## src/rtl/data_mem_dma.sv

```systemverilog
// rtl/data_mem_dma.sv - byte copy/fill DMA initiator on the 8-bit data-memory port
// Fill mode is built only when DMA_FILL_EN is defined; otherwise every transfer is a copy.
module data_mem_dma (
   input  logic       clk,
   input  logic       reset,
   input  logic       start,
   input  logic       mode,
   input  logic [7:0] src_addr,
   input  logic [7:0] dst_addr,
   input  logic [7:0] length,
   input  logic [7:0] fill_data,
   input  logic       abort,
   output logic       busy,
   output logic       done,
   output logic [7:0] bytes_done,
   output logic       mem_read,
   output logic       mem_write,
   output logic [7:0] mem_addr,
   output logic [7:0] mem_wdata,
   input  logic [7:0] mem_rdata
);

   typedef enum logic [1:0] {IDLE, READ, WRITE, DONE} stateT;

   stateT      state;
   logic [7:0] srcBase;
   logic [7:0] dstBase;
   logic [7:0] xferLen;
   logic [7:0] index;
   logic [7:0] nextIndex;
   logic       fillReq;
   logic [7:0] fillIn;
   logic       fillMode;
   logic [7:0] fillByte;

   assign nextIndex = index + 8'd1;

`ifdef DMA_FILL_EN
   assign fillReq = mode;
   assign fillIn  = fill_data;

   always_ff @(posedge clk or posedge reset) begin
      if (reset) begin
         fillMode <= 1'b0;
         fillByte <= 8'h00;
      end else if (state == IDLE && start) begin
         fillMode <= mode;
         fillByte <= fill_data;
      end
   end
`else
   logic unusedFillInputs;
   assign unusedFillInputs = ^{mode, fill_data};
   assign fillReq  = 1'b0;
   assign fillIn   = 8'h00;
   assign fillMode = 1'b0;
   assign fillByte = 8'h00;
`endif

   // Outputs are registered alongside the next state, so the memory port
   // never sees a combinational path from start/abort. In copy mode the
   // registered write-data doubles as the byte buffer.
   always_ff @(posedge clk or posedge reset) begin
      if (reset) begin
         state      <= IDLE;
         busy       <= 1'b0;
         done       <= 1'b0;
         bytes_done <= 8'h00;
         mem_read   <= 1'b0;
         mem_write  <= 1'b0;
         mem_addr   <= 8'h00;
         mem_wdata  <= 8'h00;
         srcBase    <= 8'h00;
         dstBase    <= 8'h00;
         xferLen    <= 8'h00;
         index      <= 8'h00;
      end else begin
         busy      <= 1'b0;
         done      <= 1'b0;
         mem_read  <= 1'b0;
         mem_write <= 1'b0;
         mem_addr  <= 8'h00;
         mem_wdata <= 8'h00;
         case (state)
            IDLE: begin
               if (start) begin
                  srcBase    <= src_addr;
                  dstBase    <= dst_addr;
                  xferLen    <= length;
                  index      <= 8'h00;
                  bytes_done <= 8'h00;
                  if (length == 8'h00) begin
                     state <= DONE;
                     done  <= 1'b1;
                  end else if (fillReq) begin
                     state     <= WRITE;
                     busy      <= 1'b1;
                     mem_write <= 1'b1;
                     mem_addr  <= dst_addr;
                     mem_wdata <= fillIn;
                  end else begin
                     state    <= READ;
                     busy     <= 1'b1;
                     mem_read <= 1'b1;
                     mem_addr <= src_addr;
                  end
               end
            end
            READ: begin
               if (abort) begin
                  state <= IDLE;
               end else begin
                  state     <= WRITE;
                  busy      <= 1'b1;
                  mem_write <= 1'b1;
                  mem_addr  <= dstBase + index;
                  mem_wdata <= mem_rdata;
               end
            end
            WRITE: begin
               // The write driven this cycle commits at this edge, even on abort.
               index      <= nextIndex;
               bytes_done <= bytes_done + 8'd1;
               if (abort) begin
                  state <= IDLE;
               end else if (nextIndex == xferLen) begin
                  state <= DONE;
                  done  <= 1'b1;
               end else if (fillMode) begin
                  state     <= WRITE;
                  busy      <= 1'b1;
                  mem_write <= 1'b1;
                  mem_addr  <= dstBase + nextIndex;
                  mem_wdata <= fillByte;
               end else begin
                  state    <= READ;
                  busy     <= 1'b1;
                  mem_read <= 1'b1;
                  mem_addr <= srcBase + nextIndex;
               end
            end
            DONE: begin
               state <= IDLE;
            end
            default: begin
               state <= IDLE;
            end
         endcase
      end
   end

endmodule

```

## config.mk

```make
export PLATFORM = sky130hd
export DESIGN_NAME = data_mem_dma
export DESIGN_NICKNAME = d
export VERILOG_FILES = /design/src/rtl/data_mem_dma.sv
export SDC_FILE = /design/constraint.sdc
export NUM_CORES = 1
export LEC_CHECK = 0
export ABC_AREA = 1
export ABC_CLOCK_PERIOD_IN_PS = 2590
export CAP_MARGIN = 20
export CORE_MARGIN = 5
export CORE_UTILIZATION = 40
export DETAILED_ROUTE_END_ITERATION = 16
export GPL_TIMING_DRIVEN = 0
export MAX_ROUTING_LAYER = met4
export PLACE_DENSITY = 0.77
export RECOVER_POWER = 100
export SETUP_SLACK_MARGIN = 0.05
export SYNTH_ARGS = -nofsm -noshare
export SYNTH_HDL_FRONTEND = slang
export SYNTH_SLANG_ARGS = --single-unit
```

## constraint.sdc

```tcl
create_clock -name clk -period 2.59 [get_ports clk]
set_input_delay 0.518 -clock clk [delete_from_list [all_inputs] [get_ports clk]]
set_output_delay 0.518 -clock clk [all_outputs]
set_load 0.05 [all_outputs]
```

* Word level (Yosys, flattened, before mapping) *
Cells that the tools add are included.

storage, ports and cells
  flip-flop bits (word level) = 62
  output and inout port bits = 28
  input bits = 45

operators by class
  add/sub/neg operators = 4
  reductions and logical operators = 5
  mux-type cells = 30
  eq/ne operators = 5

operators by type and width
  kind                                                  count
  two-way mux 8 bit                                     8
  one-hot mux 8 bit (2 select lines)                    2
  one-hot mux 8 bit (3 select lines)                    1
  adder 8 x 1 -> 8 bit (second input constant)          2
  adder 8 bit                                           2
  two-way mux 1 bit                                     10
  two-way mux 2 bit                                     5
  equality test 8 bit                                   1
  zero test 8 bit                                       1
  one-hot mux 2 bit (4 select lines)                    1
  equality test 2 bit (second input constant)           2
  one-hot mux 1 bit (2 select lines)                    2
  AND reduction 2 bit                                   2
  one-hot mux 1 bit (3 select lines)                    1
  equality test 2 x 1 -> 1 bit (second input constant)  1
  zero test 2 bit                                       1
  inequality test 2 bit (second input constant)         1
  nonzero test 2 bit                                    1

* Depth between registers and ports, before layout *
Gate-level depths: netlist of the first run.

  depth in word-level cells = 5
  gate-level depth with buffers = 15
  gate-level depth less buffers = 15

* Least setup slack after synthesis of the first run *
No wires, ideal clock.

  path type = flip-flop to flip-flop
  start = register index[0]
  end = register mem_addr[7]
  period minus slack after synthesis = 2.054 ns
  setup time = 0.065 ns
  buffers on the path = 0
  arrival = 1.989 ns
  stages on the path, launching flop included = 15
  slack = 0.536 ns
  path through = dfrtp_1 ha_1 nand2_1 nor2_1 nand2_1 nand2_1 inv_1 ha_1 a21oi_1 o21ai_0 a21oi_1 nand2_1 nand2_1 nand3_1 nand2_1

on the way
  cells in the longest elaborated chain, start to end = 5
  elaborated cells on any way between the ends = 8
  those cells by class = 3 x add/sub; 1 x eq/ne; 4 x mux

RTL lines
  element                                             line      text
  start, declared                                     29        logic [7:0] index;
  start signal, assigned                              122       index <= nextIndex;
  adder 8 x 1 -> 8 bit                                36        assign nextIndex = index + 8'd1;
  adder 8 bit or equality test 8 bit (tied branches)  139, 126
  two-way mux 8 bit                                   126       end else if (nextIndex == xferLen) begin
  two-way mux 8 bit                                   124       if (abort) begin
  one-hot mux 8 bit (3 select lines) (*)              84        case (state)
  end signal, assigned                                99        mem_addr <= dst_addr;
  end signal, assigned                                133       mem_addr <= dstBase + nextIndex;
  end signal, assigned                                139       mem_addr <= srcBase + nextIndex;
  end, declared                                       18        output logic [7:0] mem_addr,

Every way passes the cells marked *; elsewhere a longest branch is shown, timed or not.
A chain may end at the register's enable or synchronous reset.

* Worst setup path after layout of the first run *
Ends and elaborated chain as after synthesis.

==> results of run 1 <==
## cells in the mapped netlist (4+ instances only)
| cell type | instances |
|---|---|
| sky130_fd_sc_hd__a21oi_1 | 13 |
| sky130_fd_sc_hd__clkbuf_1 | 4 |
| sky130_fd_sc_hd__dfrtp_1 | 62 |
| sky130_fd_sc_hd__ha_1 | 16 |
| sky130_fd_sc_hd__inv_1 | 59 |
| sky130_fd_sc_hd__nand2_1 | 141 |
| sky130_fd_sc_hd__nand2_2 | 5 |
| sky130_fd_sc_hd__nand3_1 | 35 |
| sky130_fd_sc_hd__nand4_1 | 7 |
| sky130_fd_sc_hd__nor2_1 | 37 |
| sky130_fd_sc_hd__o21ai_0 | 23 |
| sky130_fd_sc_hd__o22ai_1 | 8 |
| sky130_fd_sc_hd__xor2_1 | 7 |
## metal layers
metal / global-route usage [%] / wire length, microns / vias to the layer above
met5: - / 0 / -
met4: 7.669 / 188 / 0
met3: 3.924 / 602 / 25
met2: 29.70 / 4334 / 111
met1: 21.16 / 3702 / 1531
li1: - / - / 1595
## metrics by stage
stage / cell area, sq um / power, mW / TNS [ns] / worst slack, ns
2_1_floorplan: 3457 / 1.953 / 0 / 0.5306
3_3_place_gp: 4223 / 2.254 / -34.17 / -0.5536
3_5_place_dp: 4243 / 2.284 / 0 / 0.08887
4_1_cts: 4494 / 3.379 / 0 / 0.1272
5_1_grt: 4511 / 3.556 / -0.0003819 / -0.0003819
6_report: 4511 / 3.363 / 0 / 0.1760
## flip-flops by register name, indices dropped and copies added, names as in the netlist
name,flops
bytes_done,8
dstBase,8
index,8
mem_addr,8
mem_wdata,8
srcBase,8
xferLen,8
state,2
busy,1
done,1
mem_read,1
mem_write,1
## critical path: stages, from the launching register on
cell and delay (ns):
sky130_fd_sc_hd__dfrtp_2 0.44, sky130_fd_sc_hd__ha_1 0.22, sky130_fd_sc_hd__nand2_1 0.11, sky130_fd_sc_hd__nor2_2 0.15, sky130_fd_sc_hd__nand2_1 0.10, sky130_fd_sc_hd__nand2_1 0.09
sky130_fd_sc_hd__nand2_1 0.11, sky130_fd_sc_hd__ha_1 0.36, sky130_fd_sc_hd__nand2_1 0.10, sky130_fd_sc_hd__nor2_1 0.16, sky130_fd_sc_hd__nand2_1 0.07, sky130_fd_sc_hd__o211ai_1 0.11
sky130_fd_sc_hd__nand3_1 0.09, sky130_fd_sc_hd__nand2_1 0.08, sky130_fd_sc_hd__nand3_1 0.07, sky130_fd_sc_hd__nand2_1 0.10
## layout make-up
class                      instances  area share, %
multi-input combinational        315          36.01
sequential                        62          34.45
timing repair buffer              68          15.09
inverter                          64          5.326
clock buffer                      13          3.523
tap                              108          2.996
clock inverter                     3          1.997
buffer                             7         0.6103
## report_power, final
part           internal (mW)  switching [mW]  leakage [nW]
clock network          0.694           0.397         0.124
logic                  0.375           0.653          1.47
registers               1.13           0.116         0.806
## cells in the final DEF, fill, tap and decap left out, types with 4 or more instances in the layout
master,synthesis,final
sky130_fd_sc_hd__clkbuf_1,4,8
sky130_fd_sc_hd__nor2_1,37,36
sky130_fd_sc_hd__inv_1,59,60
sky130_fd_sc_hd__o22ai_1,8,8
sky130_fd_sc_hd__ha_1,16,16
sky130_fd_sc_hd__clkdlybuf4s50_1,0,32
sky130_fd_sc_hd__o21ai_0,23,23
sky130_fd_sc_hd__a21oi_1,13,12
sky130_fd_sc_hd__clkbuf_8,0,11
sky130_fd_sc_hd__xor2_1,7,7
sky130_fd_sc_hd__nand4_1,7,7
sky130_fd_sc_hd__dfrtp_1,62,60
sky130_fd_sc_hd__buf_4,0,4
sky130_fd_sc_hd__nand2_2,5,5
sky130_fd_sc_hd__dlygate4sd3_1,0,31
sky130_fd_sc_hd__nand2_1,141,141
sky130_fd_sc_hd__nand3_1,35,37
## what timing repair did
item	4_1_cts	5_1_grt
buffers inserted	0	4
gates resized for setup	2	2
setup endpoints to repair	1	3
pin swaps	0	0
## logic make-up after synthesis
| family | after synthesis | share of synthesized area [%] |
|---|---|---|
| xor gates and xnor gates | 9 | 2.280 |
| adders and majority gates | 18 | 6.949 |
| DFF | 62 | 44.88 |
| buffers and inverters | 71 | 7.817 |
| and+or+nand+nor | 233 | 28.88 |
| AOI/OAI and AO/OA | 55 | 9.193 |
## worst paths after layout
| path | from | end | slack [ns] |
|---|---|---|---|
| max in group asynchronous | reset | index[0] | 1.05 |
| min in group asynchronous | reset | busy | 0.81 |
| hold reg to reg | dstBase[5] | dstBase[5] | 0.49 |
| setup / recovery | index[0] | mem_addr[7] | 0.18 |
| setup reg to reg | index[0] | mem_addr[7] | 0.18 |
| hold / removal | dstBase[5] | dstBase[5] | 0.49 |
==> qor.txt, run 1 <==
Post-CTS clock slew at the launch and capture registers of the worst setup and hold paths: 0.07 ns
PortBufs: 63
Max Fclk: 414.3 MHz
Multi-input logic area: 1624 sq um
Number of inserted diodes: 0
Dpl hpwl: 6.558 mm
Antenna violation net count after detailed routing: 0
Startpoint Class: flip-flop
Width of the chip: 103.0 microns
Instance count after placement with tap cells included: 620
Final core occ: 52.75%
Aggregate global routing overflow: 0
Hold buffer count at CTS: 0
Top FF cell, synth: sky130_fd_sc_hd__dfrtp_1
Synthesized instance count: 448
Setup-failing EPs final: 0
Yosys warns: 0
Largest net degree at the start of global routing: 42
Remaining DRCs: 0
Area occupied by registers: 1554 sq um
WS Path Type: reg2reg
Sequential-to-total area share from yosys stat: 44.88%
Async set-reset flop share out of synthesis: 100.0%
Final-report hold violation count: 0
Post-Syn Area per Cell: 7.717 sq um
Full die area: 10600 sq um
Kind of path behind the tightest hold check: reg2reg
Number of global-route vias before repair: 3135
Combined global-route utilization of all metal layers: 18.00%
Total number of vias: 3262
Max-capacitance violation count: 0
Number of buffers created by CTS: 9
Area growth from synthesis to layout: 30.47%
Post-synth EDFFs: 0
CTS tree: yes
Final worst path period share: 93.20%
Via-to-Cell Ratio: 5.097
Number of antenna violations at the first check in global routing: 0
Final critical-path required period: 2.414 ns
Core outline area: 8551 sq um
Net count of the finished layout: 590
Instance count along the most critical hold path: 2
Worst clock skew on the final layout: 0.01013 ns
Maximum buffer depth of the clock tree: 2
Die span in y: 103.0 microns
Synthesized net count: 511
Clock Sinks: 62
Worst Setup End Kind: flip-flop
Arrival time at the worst endpoint: 2.69 ns
Number of synthesized register bits: 62
Data required time at the worst endpoint: 2.87 ns
Gp weighted congestion: 0.9364
Top post-synthesis cells by area: sky130_fd_sc_hd__dfrtp_1 (45%), sky130_fd_sc_hd__nand2_1 (15%), sky130_fd_sc_hd__inv_1 (6.4%)
Wire length after detailed routing: 8.827 mm
Largest driver fanout on the critical path: 7
Initial DRC Count: 162
IR drop worst, VDD: 0.3150 mV
Wire length of the first global-routing pass: 14.38 mm
Power Dens Cells: 745.5 nW/um^2
CTS Root Cell: sky130_fd_sc_hd__clkbuf_8
Slew headroom: 40.50%
Fraction of layout cells with a size suffix above 1: 6.955%
Post-Syn Area: 3457 sq um
Clock latency at the later pin of the worst-skew pair: 0.35 ns
Length of the first detailed-routing pass in iterations: 5
Biggest area consumer among synthesized cells: sky130_fd_sc_hd__dfrtp_1
Actual transition at the worst max-transition pin: 0.8915 ns
Top-Level Pins: 73
Status: finished clean
Initial Utilization: 40.43%
Static leakage: 2.396 nW
WL/cell: 13.79 microns
Area fraction of the dominant cell type after synthesis: 44.88%
Count of cells along the worst register-to-register path: 15
Slew Limit Fails: 0
Final Hold Slack: 0.4934 ns
H-tree depth: 3
Distinct cell type count of the synthesized netlist: 30
# fillers: 813
Standard-cell row count: 34
Non-filler instance count after layout: 640
No activity file was read; power rests on OpenSTA's default activity.
==> run 2, diff against run 1 <==
--- a/config.mk
+++ b/config.mk
@@ -6,7 +6,7 @@
 export NUM_CORES = 1
 export LEC_CHECK = 0
 export ABC_AREA = 1
-export ABC_CLOCK_PERIOD_IN_PS = 2590
+export ABC_CLOCK_PERIOD_IN_PS = 2900
 export CAP_MARGIN = 20
 export CORE_MARGIN = 5
 export CORE_UTILIZATION = 40
==> constraint.sdc (replaced) <==
create_clock -name clk -period 2.9 [get_ports clk]
set_input_delay 0.58 -clock clk [delete_from_list [all_inputs] [get_ports clk]]
set_output_delay 0.58 -clock clk [all_outputs]
set_load 0.05 [all_outputs]
==> qor.txt, run 2 (synthesis results as in run 1) <==
Clock latency at the later pin of the worst-skew pair: 0.35 ns
Largest net degree at the start of global routing: 42
Number of buffers created by CTS: 9
Dpl hpwl: 6.558 mm
Width of the chip: 103.0 microns
Clock Sinks: 62
IR drop worst, VDD: 0.2681 mV
Maximum buffer depth of the clock tree: 2
Number of global-route vias before repair: 3145
Pwr Total: 2.969 mW
# Post-CTS Setup Buffers: 0
Actual transition at the worst max-transition pin: 1.023 ns
Aggregate global routing overflow: 0
Launch point of the worst reg-to-reg path: index[0]
Leading cell type in the layout, fill and taps excluded: sky130_fd_sc_hd__nand2_1
Via-to-Cell Ratio: 5.072
Worst Setup End Kind: flip-flop
Count of buffer and inverter cells on the critical path: 1
Wire length after detailed routing: 8.705 mm
Static leakage: 2.372 nW
Full die area: 10600 sq um
Core outline area: 8551 sq um
Max Fclk: 387.4 MHz
Area growth from synthesis to layout: 28.85%
Number of antenna violations at the first check in global routing: 0
Gp weighted congestion: 0.9364
WL/cell: 13.69 microns
Fraction of layout cells with a size suffix above 1: 5.303%
Final critical-path required period: 2.581 ns
Worst setup path startpoint: index[0]
CTS Root Cell: sky130_fd_sc_hd__clkbuf_8
Combined global-route utilization of all metal layers: 18.03%
Post-CTS clock slew at the launch and capture registers of the worst setup and hold paths: 0.07 ns
Net count of the finished layout: 586
Cell with the most instances on the worst path: sky130_fd_sc_hd__nand2_1
Die span in y: 103.0 microns
Slew headroom: 31.81%
Startpoint of the tightest hold check path: dstBase[6]
Hold buffer count at CTS: 0
Cell class contributing the biggest share of worst-path delay: simple AND/OR/NAND/NOR gates
Data required time at the worst endpoint: 3.18 ns
Antenna violation net count after detailed routing: 0
Total number of vias: 3226
Worst path max stage delay: 0.54 ns
CTS tree: yes
PortBufs: 63
Wire length of the first global-routing pass: 14.41 mm
Setup repair after global routing missed its margin: no
Arrival time at the worst endpoint: 2.87 ns
H-tree depth: 3
Most frequent cells in the layout: sky130_fd_sc_hd__nand2_1 (142), sky130_fd_sc_hd__dfrtp_1 (62), sky130_fd_sc_hd__inv_1 (60)
Slew Limit Fails: 0
WS Path Type: reg2reg
Post-layout instance area: 4454 sq um
Cell-by-cell listing of the critical path: ha_1 -> nand2_1 -> nor2_1 -> nand2_1 -> nand2_1 -> inv_1 -> ha_1 -> a21oi_1 -> o21ai_0 -> a21oi_1 -> nand2_1 -> nand2_1 -> nand3_1 -> nand2_1
Largest driver fanout on the critical path: 7
CTS resizes: 0
Initial DRC Count: 157
Final Hold Slack: 0.4933 ns
Standard-cell row count: 34
Placed standard-cell area: 4243 sq um
Final worst path period share: 89.01%
Final-report hold violation count: 0
Startpoint Class: flip-flop
Initial Utilization: 40.43%
Standard cell with the maximum stage delay on the critical path: sky130_fd_sc_hd__dfrtp_1
Remaining DRCs: 0
Final core occ: 52.09%
# fillers: 817
Length of the first detailed-routing pass in iterations: 4
Number of inserted diodes: 0
Max-capacitance violation count: 0
Non-filler instance count after layout: 636
Status: finished clean
Kind of path behind the tightest hold check: reg2reg
Instance count after placement with tap cells included: 620
Worst clock skew on the final layout: 0.01109 ns
Power Dens Cells: 666.6 nW/um^2
Setup-failing EPs final: 0
Top-Level Pins: 73
[run 2: area by class of cell]
cell class	instances	area, sq um	share of cell area (%)
Inverter	64	240.2	5.393
Sequential cell	62	1551	34.83
Buffer	7	27.53	0.6180
Tap cell	108	135.1	3.034
Multi-Input combinational cell	315	1615	36.26
Timing Repair Buffer	64	635.6	14.27
Clock buffer	13	158.9	3.567
Clock inverter	3	90.09	2.022
[run 2: worst register-to-register path: stages, from the launching register on]
cell                      delay (ns)
sky130_fd_sc_hd__dfrtp_1        0.54
sky130_fd_sc_hd__ha_1           0.26
sky130_fd_sc_hd__nand2_1        0.09
sky130_fd_sc_hd__nor2_1         0.20
sky130_fd_sc_hd__nand2_1        0.10
sky130_fd_sc_hd__nand2_1        0.13
sky130_fd_sc_hd__inv_1          0.06
sky130_fd_sc_hd__ha_1           0.35
sky130_fd_sc_hd__a21oi_1        0.24
sky130_fd_sc_hd__o21ai_0        0.11
sky130_fd_sc_hd__a21oi_1        0.15
sky130_fd_sc_hd__nand2_1        0.07
sky130_fd_sc_hd__nand2_1        0.07
sky130_fd_sc_hd__nand3_1        0.07
sky130_fd_sc_hd__nand2_1        0.09
[run 2: power by group]
group | switching [mW] | internal, mW | total [mW]
Clock | 0.355 | 0.620 | 0.975
Sequential | 0.109 | 1.01 | 1.11
Combinational | 0.567 | 0.313 | 0.880
Total | 1.03 | 1.94 | 2.97
[run 2: final timing paths]
| kind | slack (ns) | cells past startpoint | end |
|---|---|---|---|
| max | 0.32 | 14 | mem_addr[7] |
| max reg2reg | 0.32 | 14 | mem_addr[7] |
| min reg2reg | 0.49 | 2 | dstBase[6] |
| min | 0.49 | 2 | dstBase[6] |
| min in group asynchronous | 0.84 | 2 | busy |
| max in group asynchronous | 0.56 | 3 | index[0] |
[run 2: per-stage QoR]
stage / setup slack [ns] / TNS [ns]
3_5_place_dp: 0.3989 / 0
3_3_place_gp: -0.3056 / -18.79
5_1_grt: 0.05894 / 0
6_report: 0.3188 / 0
4_1_cts: 0.3341 / 0
2_1_floorplan: 0.7786 / 0
[run 2: metal layers]
metal	share of wire, %	up-vias	wire (microns)	global-route usage [%]
met4	2.3	0	197	7.669
met5	0	-	0	-
met1	41	1515	3600	21.12
met3	7.4	27	645	3.924
met2	49	98	4261	29.85
li1	-	1586	-	-
==> run 3, diff against run 2 <==
--- a/config.mk
+++ b/config.mk
@@ -7,7 +7,6 @@
 export LEC_CHECK = 0
 export ABC_AREA = 1
 export ABC_CLOCK_PERIOD_IN_PS = 2900
-export CAP_MARGIN = 20
 export CORE_MARGIN = 5
 export CORE_UTILIZATION = 40
 export DETAILED_ROUTE_END_ITERATION = 16
==> qor.txt, run 3 (synthesis results as in run 1) <==
Status: finished clean
Net count of the finished layout: 586
# Post-CTS Setup Buffers: 0
CTS resizes: 0
Core outline area: 8551 sq um
Worst-case setup slack after placement: 0.3989 ns
Wire length of the first global-routing pass: 14.41 mm
Dpl hpwl: 6.558 mm
H-tree depth: 3
Leading cell type in the layout, fill and taps excluded: sky130_fd_sc_hd__nand2_1
Remaining DRCs: 0
Gp weighted congestion: 0.9364
Worst Setup End Kind: flip-flop
Arrival time at the worst endpoint: 2.87 ns
Antenna violation net count after detailed routing: 0
Largest driver fanout on the critical path: 7
Clock Sinks: 62
Clock latency at the later pin of the worst-skew pair: 0.35 ns
Static leakage: 2.372 nW
Startpoint Class: flip-flop
Count of cells along the worst register-to-register path: 14
PortBufs: 63
Pwr Total: 2.969 mW
Kind of path behind the tightest hold check: reg2reg
CTS tree: yes
Max-capacitance violation count: 0
Slew headroom: 31.81%
Top-Level Pins: 73
Aggregate global routing overflow: 0
Number of antenna violations at the first check in global routing: 0
Setup-failing EPs final: 0
Final critical-path required period: 2.581 ns
Die span in y: 103.0 microns
Max Fclk: 387.4 MHz
WS Path Type: reg2reg
Most frequent cells in the layout: sky130_fd_sc_hd__nand2_1 (142), sky130_fd_sc_hd__dfrtp_1 (62), sky130_fd_sc_hd__inv_1 (60)
Cell with the most instances on the worst path: sky130_fd_sc_hd__nand2_1
Hold buffer count at CTS: 0
Number of inserted diodes: 0
WL/cell: 13.69 microns
Setup repair after global routing missed its margin: no
Largest net degree at the start of global routing: 42
Actual transition at the worst max-transition pin: 1.023 ns
Cell depth of the worst setup path: 14
Final worst path period share: 89.01%
Cell class contributing the biggest share of worst-path delay: simple AND/OR/NAND/NOR gates
Final-report hold violation count: 0
Combined global-route utilization of all metal layers: 18.03%
Total number of vias: 3226
Slew Limit Fails: 0
Initial DRC Count: 157
Power Dens Cells: 666.6 nW/um^2
Worst path max stage delay: 0.54 ns
Initial Utilization: 40.43%
Maximum buffer depth of the clock tree: 2
IR drop worst, VDD: 0.2681 mV
Wire length after detailed routing: 8.705 mm
Minimum setup slack in the final design: 0.3188 ns
Data required time at the worst endpoint: 3.18 ns
Instance count along the most critical hold path: 2
CTS Root Cell: sky130_fd_sc_hd__clkbuf_8
Number of global-route vias before repair: 3145
Number of buffers created by CTS: 9
Full die area: 10600 sq um
Length of the first detailed-routing pass in iterations: 4
Cell-by-cell listing of the critical path: ha_1 -> nand2_1 -> nor2_1 -> nand2_1 -> nand2_1 -> inv_1 -> ha_1 -> a21oi_1 -> o21ai_0 -> a21oi_1 -> nand2_1 -> nand2_1 -> nand3_1 -> nand2_1
Via-to-Cell Ratio: 5.072
Area growth from synthesis to layout: 28.85%
Standard-cell row count: 34
Count of buffer and inverter cells on the critical path: 1
Standard cell with the maximum stage delay on the critical path: sky130_fd_sc_hd__dfrtp_1
R2r setup slk: 0.32 ns
Worst clock skew on the final layout: 0.01109 ns
Width of the chip: 103.0 microns
Post-CTS clock slew at the launch and capture registers of the worst setup and hold paths: 0.07 ns
Fraction of layout cells with a size suffix above 1: 5.303%
run 3: area by class of cell:
type	instances	area (sq um)
clock inverters	3	90.09
flip-flops and latches	62	1551
repair buffers	64	635.6
multi-input cells	315	1615
fillers	817	4096
inverters	64	240.2
well taps	108	135.1
plain buffers	7	27.53
clock buffers	13	158.9
run 3: through the flow:
step	util (%)	cells	instance area, sq um	setup TNS [ns]	hold WS (ns)
3_5_place_dp	49.62	620	4243	0	0.4768
4_1_cts	52.53	636	4492	0	0.4961
6_report	52.09	636	4454	0	0.4933
2_1_floorplan	-	448	3457	0	0.4553
5_1_grt	52.09	636	4454	0	0.5172
3_3_place_gp	49.39	619	4223	-18.79	0.4749
run 3: worst reg2reg max path: stages, from the launching register on:
cell	delay [ns]
sky130_fd_sc_hd__dfrtp_1	0.54
sky130_fd_sc_hd__ha_1	0.26
sky130_fd_sc_hd__nand2_1	0.09
sky130_fd_sc_hd__nor2_1	0.20
sky130_fd_sc_hd__nand2_1	0.10
sky130_fd_sc_hd__nand2_1	0.13
sky130_fd_sc_hd__inv_1	0.06
sky130_fd_sc_hd__ha_1	0.35
sky130_fd_sc_hd__a21oi_1	0.24
sky130_fd_sc_hd__o21ai_0	0.11
sky130_fd_sc_hd__a21oi_1	0.15
sky130_fd_sc_hd__nand2_1	0.07
sky130_fd_sc_hd__nand2_1	0.07
sky130_fd_sc_hd__nand3_1	0.07
sky130_fd_sc_hd__nand2_1	0.09
run 3: path summary, 6_finish.rpt:
path                          endpoint        from
hold reg to reg             dstBase[6]  dstBase[6]
hold / removal              dstBase[6]  dstBase[6]
min in group asynchronous         busy       reset
setup reg to reg           mem_addr[7]    index[0]
setup / recovery           mem_addr[7]    index[0]
max in group asynchronous     index[0]       reset
run 3: power breakdown:
group	switching, mW	leakage [nW]	internal [mW]	total, mW
logic	0.567	1.44	0.313	0.880
registers	0.109	0.809	1.01	1.11
clock network	0.355	0.124	0.620	0.975
run 3: routing by layer:
metal | routed length [microns] | global-route usage [%] | vias to the layer above | share of wire (%)
li1 | - | - | 1586 | -
met1 | 3600 | 21.12 | 1515 | 41
met2 | 4261 | 29.85 | 98 | 49
met3 | 645 | 3.924 | 27 | 7.4
met4 | 197 | 7.669 | 0 | 2.3
met5 | 0 | - | - | 0
